===== src/rtl/fb_write_arbiter_if.sv =====
// Frame-buffer write arbiter bundle: clear control, the two trail request ports and the
// frame-buffer write/status side. The arbiter takes the slave view.
interface fb_write_arbiter_if;
  logic        clear_req;
  logic [3:0]  clear_color;
  logic [3:0]  border_color;

  logic        red_req;
  logic [9:0]  red_x;
  logic [9:0]  red_y;
  logic [3:0]  red_color;
  logic        red_ack;

  logic        blue_req;
  logic [9:0]  blue_x;
  logic [9:0]  blue_y;
  logic [3:0]  blue_color;
  logic        blue_ack;

  logic        fb_we;
  logic [18:0] fb_addr;
  logic [15:0] fb_data;
  logic        busy;
  logic        clear_done;
  logic        oob_err;

  modport master (
    output clear_req, clear_color, border_color,
    output red_req, red_x, red_y, red_color,
    output blue_req, blue_x, blue_y, blue_color,
    input  red_ack, blue_ack,
    input  fb_we, fb_addr, fb_data, busy, clear_done, oob_err
  );

  modport slave (
    input  clear_req, clear_color, border_color,
    input  red_req, red_x, red_y, red_color,
    input  blue_req, blue_x, blue_y, blue_color,
    output red_ack, blue_ack,
    output fb_we, fb_addr, fb_data, busy, clear_done, oob_err
  );
endinterface


===== src/rtl/fb_write_arbiter.sv =====
// Owns the frame-buffer write port: round-robin red/blue trail writes plus a full-buffer clear.
// Optional FB_ARENA_BORDER_EN paints the outermost words with border_color during a clear.
module fb_write_arbiter #(
  parameter int unsigned H_WORDS = 320,
  parameter int unsigned V_LINES = 480
) (
  input logic            Clk,
  input logic            Reset,
  fb_write_arbiter_if.slave bus
);

  typedef enum logic {StIdle, StClear} state_e;

  state_e      state_q, state_d;
  logic        last_grant_q, last_grant_d;   // 0: red wins the next tie
  logic [8:0]  cx_q, cy_q;
  logic [18:0] clr_addr_q;
  logic [3:0]  clr_color_q;
  logic        we_q, we_d;
  logic [18:0] addr_q, addr_d;
  logic [15:0] data_q, data_d;
  logic        oob_q, oob_d;
  logic        last_wr_q, last_wr_d;
  logic        done_q;

  logic        grant_red, grant_blue;
  logic        red_oob, blue_oob;
  logic        clear_last, clear_step;
  logic [3:0]  fill_color;

  function automatic logic [18:0] pix_addr(input logic [9:0] x, input logic [9:0] y);
    return {10'd0, x[9:1]} + {1'b0, y, 8'd0} + {3'd0, y, 6'd0};
  endfunction

  function automatic logic [15:0] pack(input logic [3:0] c);
    return {4'h0, c, 4'h0, c};
  endfunction

  assign red_oob    = (bus.red_x >= 10'(2 * H_WORDS)) || (bus.red_y >= 10'(V_LINES));
  assign blue_oob   = (bus.blue_x >= 10'(2 * H_WORDS)) || (bus.blue_y >= 10'(V_LINES));
  assign clear_last = (cx_q == 9'(H_WORDS - 1)) && (cy_q == 9'(V_LINES - 1));
  assign clear_step = (state_q == StClear) && !bus.clear_req;

`ifdef FB_ARENA_BORDER_EN
  logic [3:0] brd_color_q;
  logic       on_border;

  assign on_border  = (cy_q == 9'd0) || (cy_q == 9'(V_LINES - 1)) ||
                      (cx_q == 9'd0) || (cx_q == 9'(H_WORDS - 1));
  assign fill_color = on_border ? brd_color_q : clr_color_q;

  always_ff @(posedge Clk or negedge Reset) begin
    if (!Reset) begin
      brd_color_q <= 4'h0;
    end else if (bus.clear_req) begin
      brd_color_q <= bus.border_color;
    end
  end
`else
  logic unused_border;

  assign unused_border = ^bus.border_color;
  assign fill_color    = clr_color_q;
`endif

  // State register
  always_ff @(posedge Clk or negedge Reset) begin
    if (!Reset) begin
      state_q <= StIdle;
    end else begin
      state_q <= state_d;
    end
  end

  // Next-state logic; a clear request always (re)starts the sweep
  always_comb begin
    state_d = state_q;
    if (bus.clear_req) begin
      state_d = StClear;
    end else if ((state_q == StClear) && clear_last) begin
      state_d = StIdle;
    end
  end

  // Output logic: grants, status
  always_comb begin
    grant_red  = 1'b0;
    grant_blue = 1'b0;
    if ((state_q == StIdle) && !bus.clear_req && Reset) begin
      if (bus.red_req && bus.blue_req) begin
        grant_red  = !last_grant_q;
        grant_blue = last_grant_q;
      end else begin
        grant_red  = bus.red_req;
        grant_blue = bus.blue_req;
      end
    end
  end

  assign bus.red_ack    = grant_red;
  assign bus.blue_ack   = grant_blue;
  assign bus.busy       = (state_q == StClear);
  assign bus.fb_we      = we_q;
  assign bus.fb_addr    = addr_q;
  assign bus.fb_data    = data_q;
  assign bus.clear_done = done_q;
  assign bus.oob_err    = oob_q;

  // Write-port datapath next state
  always_comb begin
    we_d         = 1'b0;
    addr_d       = addr_q;
    data_d       = data_q;
    last_grant_d = last_grant_q;
    oob_d        = oob_q | (grant_red & red_oob) | (grant_blue & blue_oob);
    last_wr_d    = clear_step && clear_last;
    if (bus.clear_req) begin
      oob_d = 1'b0;
    end
    if (grant_red && bus.blue_req) begin
      last_grant_d = 1'b1;
    end else if (grant_blue && bus.red_req) begin
      last_grant_d = 1'b0;
    end
    if (grant_red && !red_oob) begin
      we_d   = 1'b1;
      addr_d = pix_addr(bus.red_x, bus.red_y);
      data_d = pack(bus.red_color);
    end else if (grant_blue && !blue_oob) begin
      we_d   = 1'b1;
      addr_d = pix_addr(bus.blue_x, bus.blue_y);
      data_d = pack(bus.blue_color);
    end else if (clear_step) begin
      we_d   = 1'b1;
      addr_d = clr_addr_q;
      data_d = pack(fill_color);
    end
  end

  always_ff @(posedge Clk or negedge Reset) begin
    if (!Reset) begin
      we_q         <= 1'b0;
      addr_q       <= 19'd0;
      data_q       <= 16'd0;
      oob_q        <= 1'b0;
      last_grant_q <= 1'b0;
      last_wr_q    <= 1'b0;
      done_q       <= 1'b0;
    end else begin
      we_q         <= we_d;
      addr_q       <= addr_d;
      data_q       <= data_d;
      oob_q        <= oob_d;
      last_grant_q <= last_grant_d;
      last_wr_q    <= last_wr_d;
      done_q       <= last_wr_q;
    end
  end

  // Clear sweep counters; clr_addr_q tracks cx + cy * H_WORDS
  always_ff @(posedge Clk or negedge Reset) begin
    if (!Reset) begin
      cx_q        <= 9'd0;
      cy_q        <= 9'd0;
      clr_addr_q  <= 19'd0;
      clr_color_q <= 4'h0;
    end else if (bus.clear_req) begin
      cx_q        <= 9'd0;
      cy_q        <= 9'd0;
      clr_addr_q  <= 19'd0;
      clr_color_q <= bus.clear_color;
    end else if (state_q == StClear) begin
      clr_addr_q <= clr_addr_q + 19'd1;
      if (cx_q == 9'(H_WORDS - 1)) begin
        cx_q <= 9'd0;
        cy_q <= cy_q + 9'd1;
      end else begin
        cx_q <= cx_q + 9'd1;
      end
    end
  end

endmodule


===== src/flat_wrapper.sv =====
// flat-port wrapper written by rule: the top's interface ports become plain ports
module fb_write_arbiter_flat 
#(
  parameter int unsigned H_WORDS = 320,
  parameter int unsigned V_LINES = 480
)
  (Clk, Reset, bus_clear_req, bus_clear_color, bus_border_color, bus_red_req, bus_red_x, bus_red_y, bus_red_color, bus_blue_req, bus_blue_x, bus_blue_y, bus_blue_color, bus_red_ack, bus_blue_ack, bus_fb_we, bus_fb_addr, bus_fb_data, bus_busy, bus_clear_done, bus_oob_err);
  fb_write_arbiter_if bus_i ();
  input logic Clk;
  input logic Reset;
  input wire logic [$bits(bus_i.clear_req)-1:0] bus_clear_req;
  input wire logic [$bits(bus_i.clear_color)-1:0] bus_clear_color;
  input wire logic [$bits(bus_i.border_color)-1:0] bus_border_color;
  input wire logic [$bits(bus_i.red_req)-1:0] bus_red_req;
  input wire logic [$bits(bus_i.red_x)-1:0] bus_red_x;
  input wire logic [$bits(bus_i.red_y)-1:0] bus_red_y;
  input wire logic [$bits(bus_i.red_color)-1:0] bus_red_color;
  input wire logic [$bits(bus_i.blue_req)-1:0] bus_blue_req;
  input wire logic [$bits(bus_i.blue_x)-1:0] bus_blue_x;
  input wire logic [$bits(bus_i.blue_y)-1:0] bus_blue_y;
  input wire logic [$bits(bus_i.blue_color)-1:0] bus_blue_color;
  output wire logic [$bits(bus_i.red_ack)-1:0] bus_red_ack;
  output wire logic [$bits(bus_i.blue_ack)-1:0] bus_blue_ack;
  output wire logic [$bits(bus_i.fb_we)-1:0] bus_fb_we;
  output wire logic [$bits(bus_i.fb_addr)-1:0] bus_fb_addr;
  output wire logic [$bits(bus_i.fb_data)-1:0] bus_fb_data;
  output wire logic [$bits(bus_i.busy)-1:0] bus_busy;
  output wire logic [$bits(bus_i.clear_done)-1:0] bus_clear_done;
  output wire logic [$bits(bus_i.oob_err)-1:0] bus_oob_err;
  assign bus_i.clear_req = bus_clear_req;
  assign bus_i.clear_color = bus_clear_color;
  assign bus_i.border_color = bus_border_color;
  assign bus_i.red_req = bus_red_req;
  assign bus_i.red_x = bus_red_x;
  assign bus_i.red_y = bus_red_y;
  assign bus_i.red_color = bus_red_color;
  assign bus_i.blue_req = bus_blue_req;
  assign bus_i.blue_x = bus_blue_x;
  assign bus_i.blue_y = bus_blue_y;
  assign bus_i.blue_color = bus_blue_color;
  assign bus_red_ack = bus_i.red_ack;
  assign bus_blue_ack = bus_i.blue_ack;
  assign bus_fb_we = bus_i.fb_we;
  assign bus_fb_addr = bus_i.fb_addr;
  assign bus_fb_data = bus_i.fb_data;
  assign bus_busy = bus_i.busy;
  assign bus_clear_done = bus_i.clear_done;
  assign bus_oob_err = bus_i.oob_err;
  fb_write_arbiter #(.H_WORDS(H_WORDS), .V_LINES(V_LINES)) u_core (.Clk(Clk), .Reset(Reset), .bus(bus_i));
endmodule

===== config.mk =====
export PLATFORM = sky130hd
export DESIGN_NAME = fb_write_arbiter_flat
export DESIGN_NICKNAME = d
export VERILOG_FILES = /design/src/rtl/fb_write_arbiter_if.sv /design/src/rtl/fb_write_arbiter.sv /design/src/flat_wrapper.sv
export SDC_FILE = /design/constraint.sdc
export NUM_CORES = 1
export LEC_CHECK = 0
export ABC_CLOCK_PERIOD_IN_PS = 4400
export CAP_MARGIN = 10
export CELL_PAD_IN_SITES_DETAIL_PLACEMENT = 2
export CELL_PAD_IN_SITES_GLOBAL_PLACEMENT = 2
export CORE_UTILIZATION = 37
export CTS_BUF_LIST = sky130_fd_sc_hd__clkbuf_16
export DETAILED_ROUTE_END_ITERATION = 10
export DONT_BUFFER_PORTS = 1
export PLACE_DENSITY = 0.74
export SYNTH_ARGS = -nofsm -noshare
export SYNTH_HDL_FRONTEND = slang
export SYNTH_SLANG_ARGS = --single-unit

===== constraint.sdc =====
create_clock -name Clk -period 4.4 [get_ports Clk]
set_input_delay 0.44 -clock Clk [delete_from_list [all_inputs] [get_ports Clk]]
set_output_delay 0.44 -clock Clk [all_outputs]
set_load 0.05 [all_outputs]

**Word-level counts from Yosys, hierarchy flattened**

Index checks and enable logic that the tools add are counted.

- Memories kept: 0
- ROM bits: 0
- RAM bits: 0
- Input port bits: 61
- Register bits after elaboration: 82
- Latch bits: 0
- Output and inout port bits: 41
- Logic and storage cells: 79

- Div/mod/pow operators: 0
- Reduce and logical (&&, ||, !) cells: 23
- $mul: 0
- Shift operators: 0
- Eq/ne operators: 2
- Bitwise gates (word level): 5
- Add/sub/neg operators: 7
- $lt $le $gt $ge: 4
- Multiplexer cells: 26

Operator list:

| kind | number |
|---|---|
| $mux 19 | 5 |
| $mux 9 | 6 |
| $mux 16 | 3 |
| $add 19x16->19 | 2 |
| $add 9x18->19 | 2 |
| $ge 10x10->1 const B | 2 |
| $ge 10x9->1 const B | 2 |
| $add 19x1->19 const B | 1 |
| $add 9x1->9 const B | 2 |
| $eq 9x9->1 const B | 2 |
| $mux 1 | 12 |
| $logic_and 1x1->1 | 11 |
| $reduce_bool 2->1 | 4 |
| $logic_not 1->1 | 4 |
| $reduce_bool 3->1 | 1 |
| $and 1x1->1 | 2 |
| $logic_or 1x1->1 | 2 |
| $or 1x1->1 | 2 |
| $reduce_and 2->1 | 1 |
| $not 1->1 | 1 |

**Depth between registers and ports, before layout**

Gate-level depths: netlist of run 1.

- Depth in word-level cells: 8
- Gate-level depth with buffers: 10
- Mapped depth without buffers: 10

**Worst setup path after synthesis of run 1**

Ideal clock, no wire load.

- Path kind: input-to-reg
- From: in bus_blue_y[0]
- To: reg u_core.addr_q[16], in the netlist u_core.bus.fb_addr[16]
- Arrival time: 2.521 ns
- Data required time: 4.306 ns
- Buffers on the path: 0
- Stages: 10
- Setup slack: 1.785 ns
- Setup time: 0.094 ns
- Cell sequence: inv_1 > fa_1 > inv_1 > ha_1 > a211oi_1 > nor2_1 > o31ai_1 > nor4b_1 > nor4_1 > a221oi_2

- Cells in the longest elaborated chain, start to end: 6
- Elaborated cells between the ends (all ways): 9
- Classes of those cells: add/sub (2); order compare (1); mux (2); reduce/logical (4)

RTL lines:

| element | RTL line | source |
|---|---|---|
| from (decl) | flat_wrapper.sv:20 | `input wire logic [$bits(bus_i.blue_y)-1:0] bus_blue_y;` |
| parallel branches: the longest is 6 deep, another holds $add 9x18->19 | n/a |  |
| to (signal assigned) | fb_write_arbiter.sv:151 | `addr_q <= addr_d;` |
| to (decl) | fb_write_arbiter.sv:20 | `logic [18:0] addr_q, addr_d;` |

Several ways; the timed one is not identified.
A chain may end at the register's enable or synchronous reset.

**Final worst setup path of run 1**

- From: reg u_core.state_q, in the netlist u_core.bus.busy
- To: reg u_core.addr_q[8], in the netlist u_core.bus.fb_addr[8]

- Elaborated cells between the ends (all ways): 11
- Classes of those cells: mux (4); bitwise (1); reduce/logical (6)

RTL lines:

| element | RTL line | source |
|---|---|---|
| from (decl) | fb_write_arbiter.sv:14 | `state_e state_q, state_d;` |
| from (signal assigned) | fb_write_arbiter.sv:69 | `state_q <= StIdle;` |
| from (signal assigned) | fb_write_arbiter.sv:71 | `state_q <= state_d;` |
| $not 1->1 * | fb_write_arbiter.sv:89 | `if ((state_q == StIdle) && !bus.clear_req && Reset) begin` |
| $logic_and 1x1->1 * (2 in a row) | fb_write_arbiter.sv:89 |  |
| $mux 1 * | fb_write_arbiter.sv:89 |  |
| via bus_red_ack | flat_wrapper.sv:22 | `output wire logic [$bits(bus_i.red_ack)-1:0] bus_red_ack;` |
| $logic_and 1x1->1 * | fb_write_arbiter.sv:125 | `if (grant_red && !red_oob) begin` |
| $reduce_bool 3->1 (no source line) or $mux 19 (tied branches) | n/a |  |

Mark *: on every way through the listed nets, which the timed path passes. The rest lies on a longest branch.

==> results.toml, run 1 <==
[flow_run]
max_cap_violations = 0

[yosys]
synth-compound-area-share_pct = 14.6
synth_top_flop_cell = "dfrtp_1"
ys_types = 53
synth-edff-count = 0
synthArstFlopShare_pct = 100
netlist_instances = 510
synthAdderAreaFrac_pct = 12.5
synth_xor_xnor_area_share_pct = 7.60
ys_ff_latch = 70
syn_area_um2 = 4730
synthTopCellsByArea = "dfrtp_1 (37%), ha_1 (11%), nor2_1 (5.2%)"
yosysSeqAreaShare_pct = 37.1
syn_avg_cell_area_um2 = 9.27
synth_top_area_share_pct = 37.1
synth_top_cell_by_area = "dfrtp_1"
synthMuxAreaShare_pct = 3.71
synth_top_family_by_area = "simple AND/OR/NAND/NOR gates"
synth_warnings = 0
yosys.area_share.simple_pct = 18.9

[cts]
cts_tree = "yes"
clock-sinks = 70
cts_max_level = 3
worstSkewPairLatency_ps = 330
cts_inserted_buffers = 9
clkTransAtPathRegs_ps = 60
clk_path_buf_depth = 2
cts_resized = 0
ctsRootBufferMaster = "clkbuf_16"

[pwr]
switching_power_mw = 0.527
vdd_drop_max_v = 0.000165
p_int_mw = 1.21
cellPowerDensity_nw_per_um2 = 338
share_comb_of_total_power_pct = 15.9
finalPower_mw = 1.74
leakagePower_nw = 2.40
sw_frac_of_total_pct = 30.4
clockPowerShare_pct = 41.1
seqPwrFrac_pct = 43.0

[grt]
antenna_found_initial = 0
track_usage_pct = 21.2
overflow = 0
grt_max_degree = 71
grt_pass1_vias = 4180
grt_pass1_wl_um = 21600

[setup_path]
path_max_fanout = 26
end_kind = "register"
crit_arrival_ps = 3080
crit_path_start_kind = "register"
cp.required_ps = 4620
criticalPathCategory = "reg2reg"

[detailed_routing]
vias = 3751
drt_iter0_drc = 169
wl_um = 13200
wl_per_cell_um = 19.5
dr.pass1.iters = 4
viasPerCell = 5.55
ant_nets = 0
drc_errors = 0

[sta]
finalCritPeriodShare_pct = 65.0
drv_slew = 0
tightest_slew_ps = 1090
timing.fmax_mhz = 350
rsz0062_at_grt = "no"
final.setup.tns_ps = 0
skew_ps = 6.72
hold_ws_ps = 172
max-slew-margin-rel_pct = 26.8
setup_viol = 0
report.final.hold_viol_count = 0
layout_min_cycle_time_ps = 2860

[placement]
placedCellCount = 658
io_buffer_count = 0
hpwl_um = 9630
gp_congestion = 0.741

[final_layout]
drive_gt1_share_pct = 6.50
layout_common_cells = "dfrtp_1 (70), nor2_1 (65), nand2_1 (43)"
final_cells = 676
final_common_cell = "dfrtp_1"
area_delta_synth_final_pct = 8.63
nets = 609
fin_util_pct = 42.0
antenna_cells = 0

[floorplanning]
die-area_um2 = 13200
ios = 102
core_region_area_um2 = 12200
start_util_pct = 38.7
fp-row-count = 40
fp.dieW_um = 115
die_height_um = 115

[worst_hold_path]
hp-class = "in2reg"

[outcome]
outcome = "complete, no violations"
-- worst max-delay path, stage by stage (launching register included) --
cell and delay (ps):
dfrtp_1 410, nor3b_4 240, and3_1 660, nand3_1 590
buf_4 420, nor2_1 130, a211oi_1 80, a21o_1 220
-- power groups by stage --
stage	clock, mW	combinational, mW	sequential [mW]
6_report	0.714	0.276	0.746
5_1_grt	0.755	0.310	0.748
4_1_cts	0.735	0.280	0.746
3_5_place_dp	0	0.260	0.757
3_3_place_gp	0	0.248	0.756
2_1_floorplan	0	0.238	0.733
-- kinds of logic (layout without fill, tap and decap cells) --
logic type | count (synthesis) | in the layout
fa+ha+maj | 45 | 45
buf+inv | 49 | 40
flops | 70 | 70
compound gates | 106 | 106
other cells | 1 | 8
mux | 17 | 17
xor+xnor | 41 | 41
simple gates | 181 | 181
-- metal layers --
layer  vias up  global-route usage (%)  wire (µm)
met5         -                       0          0
met1      1915                    26.1       5680
li1       1771                       -          -
met2        54                    38.4       6980
met4         0                    5.54        145
met3        11                    3.69        401
-- registers in the layout (all words and copies together) (netlist names) --
signal                 flops
u_core.bus.fb_we           1
u_core.clr_color_q         4
u_core.bus.busy            1
u_core.bus.oob_err         1
u_core.bus.clear_done      1
u_core.clr_addr_q         19
u_core.cx_q                9
u_core.bus.fb_addr        19
u_core.last_grant_q        1
u_core.bus.fb_data         4
u_core.cy_q                9
u_core.last_wr_q           1
-- final cells by class --
| cell class | count | area (µm²) |
|---|---|---|
| Sequential cell | 70 | 1750 |
| Tap cell | 168 | 210 |
| Inverter | 18 | 67.6 |
| Clock inverter | 7 | 66.3 |
| Timing Repair Buffer | 6 | 67.6 |
| Fill cell | 1368 | 7080 |
| Multi-Input combinational cell | 398 | 2750 |
| Clock buffer | 9 | 225 |
-- cell usage after synthesis (5+ instances only) --
cell type / count
or3_1: 5
nor2b_1: 5
mux2i_1: 13
a211oi_1: 13
nand2_1: 43
o21ai_0: 23
nand4_1: 11
nand3_1: 19
o31ai_1: 7
nor2_1: 65
clkbuf_1: 8
ha_1: 41
and3_1: 11
a21o_1: 14
xnor2_1: 17
buf_4: 12
inv_1: 18
dfrtp_1: 70
a21oi_1: 23
xor2_1: 24
o211ai_1: 5
buf_2: 8
-- worst paths after layout --
path	start	endpoint	slack (ps)	cells past startpoint
setup / recovery	u_core.bus.busy$_DFFE_PN0P_	u_core.bus.fb_addr[8]$_DFFE_PN0P_	1540	7
max in group asynchronous	Reset	u_core.bus.fb_we$_DFF_PN0_	3470	2
min in group asynchronous	Reset	u_core.cx_q[1]$_DFFE_PN0P_	650	2
hold reg to reg	u_core.last_wr_q$_DFF_PN0_	u_core.bus.clear_done$_DFF_PN0_	360	0
hold / removal	bus_clear_req	u_core.cy_q[7]$_DFFE_PN0P_	170	1
setup reg to reg	u_core.bus.busy$_DFFE_PN0P_	u_core.bus.fb_addr[8]$_DFFE_PN0P_	1540	7
-- metrics by stage --
step	setup slack, ps	instance area (µm²)
floorplan	1780	4750
global placement	1400	4810
detailed placement	1390	4810
CTS	1550	5130
global route	1330	5130
finish	1540	5130
-- repair_timing --
action                    CTS  global route
setup buffers               0             0
hold buffers                2             0
hold endpoints to repair   70             0
Power figures use the tool's default switching activity.
==> run 2, diff against run 1 <==
Settings changed: ABC_CLOCK_PERIOD_IN_PS 4400 to 2800.
Clock period 4.4 ns to 2.8 ns, I/O delays scaled along.
==> results.toml, run 2 (same netlist as run 1, synthesis figures left out) <==
[final_layout]
layout_common_cells = "dfrtp_1 (70), nor2_1 (65), nand2_1 (43)"
drive_gt1_share_pct = 6.67
area_delta_synth_final_pct = 8.36
nets = 612
final_area_um2 = 5120
final_common_cell = "dfrtp_1"
antenna_cells = 0

[sta]
report.final.hold_viol_count = 0
layout_min_cycle_time_ps = 2460
timing.fmax_mhz = 406
drv_slew = 0
rsz0062_at_grt = "no"
finalCritPeriodShare_pct = 87.9
tightest_slew_ps = 909
skew_ps = 8.26
final.setup.tns_ps = 0
setup_viol = 0
hold_ws_ps = 16.4
max-slew-margin-rel_pct = 39.4

[detailed_routing]
drc_errors = 0
dr.pass1.iters = 4
wl_per_cell_um = 20.1
ant_nets = 0
drt_iter0_drc = 116
wl_um = 13600
viasPerCell = 5.62
vias = 3808

[floorplanning]
fp-row-count = 40
fp.dieW_um = 115
start_util_pct = 38.7
die_height_um = 115
core_region_area_um2 = 12200
ios = 102
die-area_um2 = 13200

[outcome]
outcome = "complete, no violations"

[pwr]
switching_power_mw = 0.825
seqPwrFrac_pct = 44.6
share_comb_of_total_power_pct = 16.8
p_int_mw = 1.80
leakagePower_nw = 2.40
cellPowerDensity_nw_per_um2 = 513
clockPowerShare_pct = 38.6
vdd_drop_max_v = 0.000275
sw_frac_of_total_pct = 31.4

[placement]
placed_cell_area_um2 = 4830
gp_congestion = 0.797
hpwl_um = 10000
io_buffer_count = 0

[setup_path]
crit_path_start_kind = "input port"
end_kind = "register"
worst_path_max_delay_cell = "nor4_1"
crit_arrival_ps = 2640
cp.depth = 11
path_buf_inv = 3
cp_top_family = "adder cells"
ff2ff_path_depth = 6
cp.required_ps = 2980
cp_slowest_stage_delay_ps = 550
path_max_fanout = 4
criticalPathCategory = "in2reg"
cp_cell_sequence = "inv_1 > fa_1 > inv_1 > ha_1 > a211oi_1 > nor2_1 > o31ai_1 > buf_4 > nor4_2 > nor4_1 > a221oi_2"
path_common_cell = "inv_1"

[cts]
clock-sinks = 70
worstSkewPairLatency_ps = 330
ctsRootBufferMaster = "clkbuf_16"
cts_tree = "yes"
cts_resized = 0
clk_path_buf_depth = 2
cts_max_level = 3
clkTransAtPathRegs_ps = 60
cts_inserted_buffers = 9

[grt]
grt_pass1_vias = 4348
overflow = 0
antenna_found_initial = 0
grt_max_degree = 71
track_usage_pct = 21.9
grt_pass1_wl_um = 22200

[worst_hold_path]
min_path_cells = 1
hp-class = "in2reg"

[flow_run]
max_cap_violations = 0
run 2: changes by cell type in the layout (fill, tap and decap cells not counted):
cell / previous run / this run
clkinv_4: 1 / 0
buf_4: 4 / 7
bufinv_16: 1 / 0
clkinv_1: 1 / 2
run 2: power groups by stage:
stage,sequential [mW],clock [mW],combinational (mW)
final,1.17,1.02,0.441
after global routing,1.18,1.07,0.498
after CTS,1.17,1.04,0.448
after detailed placement,1.19,0,0.414
after global placement,1.19,0,0.392
after floorplan,1.15,0,0.374
run 2: worst reg2reg max path, stage by stage, from the launching register on:
cell,delay (ps)
dfrtp_1,410
nor3b_4,220
nand3_2,200
or3_1,680
nor4_2,370
nor4_1,140
a221oi_2,180
run 2: what timing repair did:
action                                  in CTS  in global routing
endpoints found under the setup margin       0                  0
buffers inserted                             0                  0
hold buffers                                 2                  0
hold endpoints to repair                    70                  0
run 2: final cells by class:
class                           instances  area, µm²
Inverter                               18       67.6
Sequential cell                        70       1750
Clock inverter                          6       31.3
Tap cell                              168        210
Fill cell                            1365       7090
Multi-Input combinational cell        398       2750
Timing Repair Buffer                    9       90.1
Clock buffer                            9        225
run 2: stage by stage:
stage	total power [mW]	util (%)	cells	worst slack, ps
6_report	2.63	41.9	678	338
3_5_place_dp	1.61	39.5	661	42.1
5_1_grt	2.75	41.9	678	143
4_1_cts	2.66	41.9	678	359
3_3_place_gp	1.58	39.5	661	115
2_1_floorplan	1.53	-	517	345
run 2: routing by layer:
metal	vias to the layer above	GRT usage (%)	routed length, µm
met5	-	0	0
met4	0	5.11	139
met3	12	4.38	405
met2	60	40.7	7170
met1	1964	25.8	5890
li1	1772	-	-
run 2: worst paths after layout:
path	start	end	slack [ps]
max reg2reg	u_core.bus.busy$_DFFE_PN0P_	u_core.bus.fb_addr[16]$_DFFE_PN0P_	500
max in group asynchronous	Reset	u_core.bus.fb_addr[17]$_DFFE_PN0P_	2020
min in group asynchronous	Reset	u_core.cx_q[1]$_DFFE_PN0P_	500
max	bus_blue_y[0]	u_core.bus.fb_addr[16]$_DFFE_PN0P_	340
min reg2reg	u_core.last_wr_q$_DFF_PN0_	u_core.bus.clear_done$_DFF_PN0_	360
min	bus_clear_req	u_core.cy_q[6]$_DFFE_PN0P_	20
==> run 3, diff against run 2 <==
Settings changed: CORE_UTILIZATION 37 to 39, PLACE_DENSITY 0.74 to 0.77.
==> results.toml, run 3 (same netlist as run 1, synthesis figures left out) <==
[placement]
io_buffer_count = 0
placedCellCount = 637
hpwl_um = 9880
gp_congestion = 0.797

[sta]
layout_min_cycle_time_ps = 2440
rsz0062_at_grt = "no"
finalCritPeriodShare_pct = 87.0
timing.fmax_mhz = 410
tightest_slew_ps = 897
setup_viol = 0
drv_slew = 0
final.setup.tns_ps = 0
report.final.hold_viol_count = 0
max-slew-margin-rel_pct = 40.2
skew_ps = 8.27

[floorplanning]
core_region_area_um2 = 11600
ios = 102
fp-row-count = 39
start_util_pct = 40.7
fp.dieW_um = 112
die-area_um2 = 12600
die_height_um = 112

[final_layout]
layout_common_cells = "dfrtp_1 (70), nor2_1 (65), nand2_1 (43)"
final_cells = 656
fin_util_pct = 44.7
drive_gt1_share_pct = 7.41
nets = 615
antenna_cells = 0
final_common_cell = "dfrtp_1"
area_delta_synth_final_pct = 9.85

[flow_run]
max_cap_violations = 0

[pwr]
cellPowerDensity_nw_per_um2 = 547
leakagePower_nw = 2.44
vdd_drop_max_v = 0.000268
finalPower_mw = 2.84

[detailed_routing]
drt_iter0_drc = 127
ant_nets = 0
vias = 3789
wl_um = 13500
viasPerCell = 5.78
wl_per_cell_um = 20.6
route.met3.wl_um = 577
highest_layer = "met4"
dr.pass1.iters = 7
drc_errors = 7
met2_length_um = 6770
drt-met1-wl_um = 5940

[worst_hold_path]
hp-class = "in2reg"

[setup_path]
path_buf_inv = 4
crit_path_start_kind = "input port"
cp_cell_sequence = "inv_1 > fa_1 > inv_1 > ha_1 > a211oi_1 > nor2_1 > o31ai_1 > buf_4 > nor4b_1 > nor4_1 > buf_4 > a221oi_2"
path_max_fanout = 4
criticalPathCategory = "in2reg"
end_kind = "register"
cp.required_ps = 3040
cp_top_family = "adder cells"
worst_path_max_delay_cell = "fa_1"
crit_arrival_ps = 2680
cp_slowest_stage_delay_ps = 530

[cts]
cts_max_level = 3
worstSkewPairLatency_ps = 340
cts_resized = 0
clock-sinks = 70
clk_path_buf_depth = 2
clkTransAtPathRegs_ps = 60
cts_tree = "yes"
cts_inserted_buffers = 9
ctsRootBufferMaster = "clkbuf_16"

[grt]
overflow = 0
track_usage_pct = 22.7
grt_pass1_wl_um = 22300
grt_pass1_vias = 4263
antenna_found_initial = 0
grt_max_degree = 71

[outcome]
violations = "DRC"
outcome = "finished with violations"
-- run 3: cell count changes in the layout (fill, tap and decap cells not counted), sizes merged --
| cell | delta |
|---|---|
| dlygate4sd3 | +1 |
| clkinv | -3 |
| buf | +2 |
| inv | +1 |
| bufinv | +2 |
-- run 3: path summary, 6_finish.rpt --
path                                                      endpoint                   startpoint  depth (start not counted)  slack, ps
worst min-delay path                    u_core.cy_q[4]$_DFFE_PN0P_                bus_clear_req                          1         10
worst min register to register     u_core.bus.clear_done$_DFF_PN0_   u_core.last_wr_q$_DFF_PN0_                          0        360
worst max register to register   u_core.clr_addr_q[13]$_DFFE_PN0P_  u_core.bus.busy$_DFFE_PN0P_                          7        530
min in group asynchronous        u_core.bus.fb_addr[0]$_DFFE_PN0P_                        Reset                          2        520
max in group asynchronous        u_core.clr_addr_q[12]$_DFFE_PN0P_                        Reset                          2       1990
worst max-delay path            u_core.bus.fb_addr[16]$_DFFE_PN0P_                bus_blue_y[0]                         12        360
-- run 3: stage by stage --
step                      hold slack (ps)  setup WS [ps]  area, µm²
after detailed placement            -14.3           38.5       4800
after floorplan                     -15.6            345       4750
after CTS                            2.47            367       5160
after global routing                 9.98           53.8       5190
after global placement              -14.0           93.6       4800
final                                13.4            364       5190
-- run 3: power breakdown --
| group | internal, mW | switching [mW] | leakage [nW] |
|---|---|---|---|
| clock | 0.774 | 0.446 | 0.149 |
| combinational | 0.183 | 0.268 | 1.35 |
| sequential | 1.04 | 0.128 | 0.939 |
| total | 2.00 | 0.842 | 2.44 |
-- run 3: metal layers --
layer  vias to the layer above  GRT usage (%)
li1                       1779              -
met1                      1920           29.2
met2                        73           39.4
met3                        17           3.73
met4                         0           6.84
met5                         -              0
-- run 3: final cells by class --
| type | count | area [µm²] |
|---|---|---|
| Clock buffer | 9 | 225 |
| Clock inverter | 6 | 87.6 |
| Fill cell | 1274 | 6420 |
| Inverter | 18 | 67.6 |
| Multi-Input combinational cell | 398 | 2750 |
| Sequential cell | 70 | 1750 |
| Tap cell | 143 | 179 |
| Timing Repair Buffer | 12 | 135 |
-- run 3: what timing repair did --
| action | in CTS | in global routing |
|---|---|---|
| setup buffers | 0 | 0 |
| hold buffers | 3 | 0 |
| endpoints found under the hold margin | 76 | 0 |
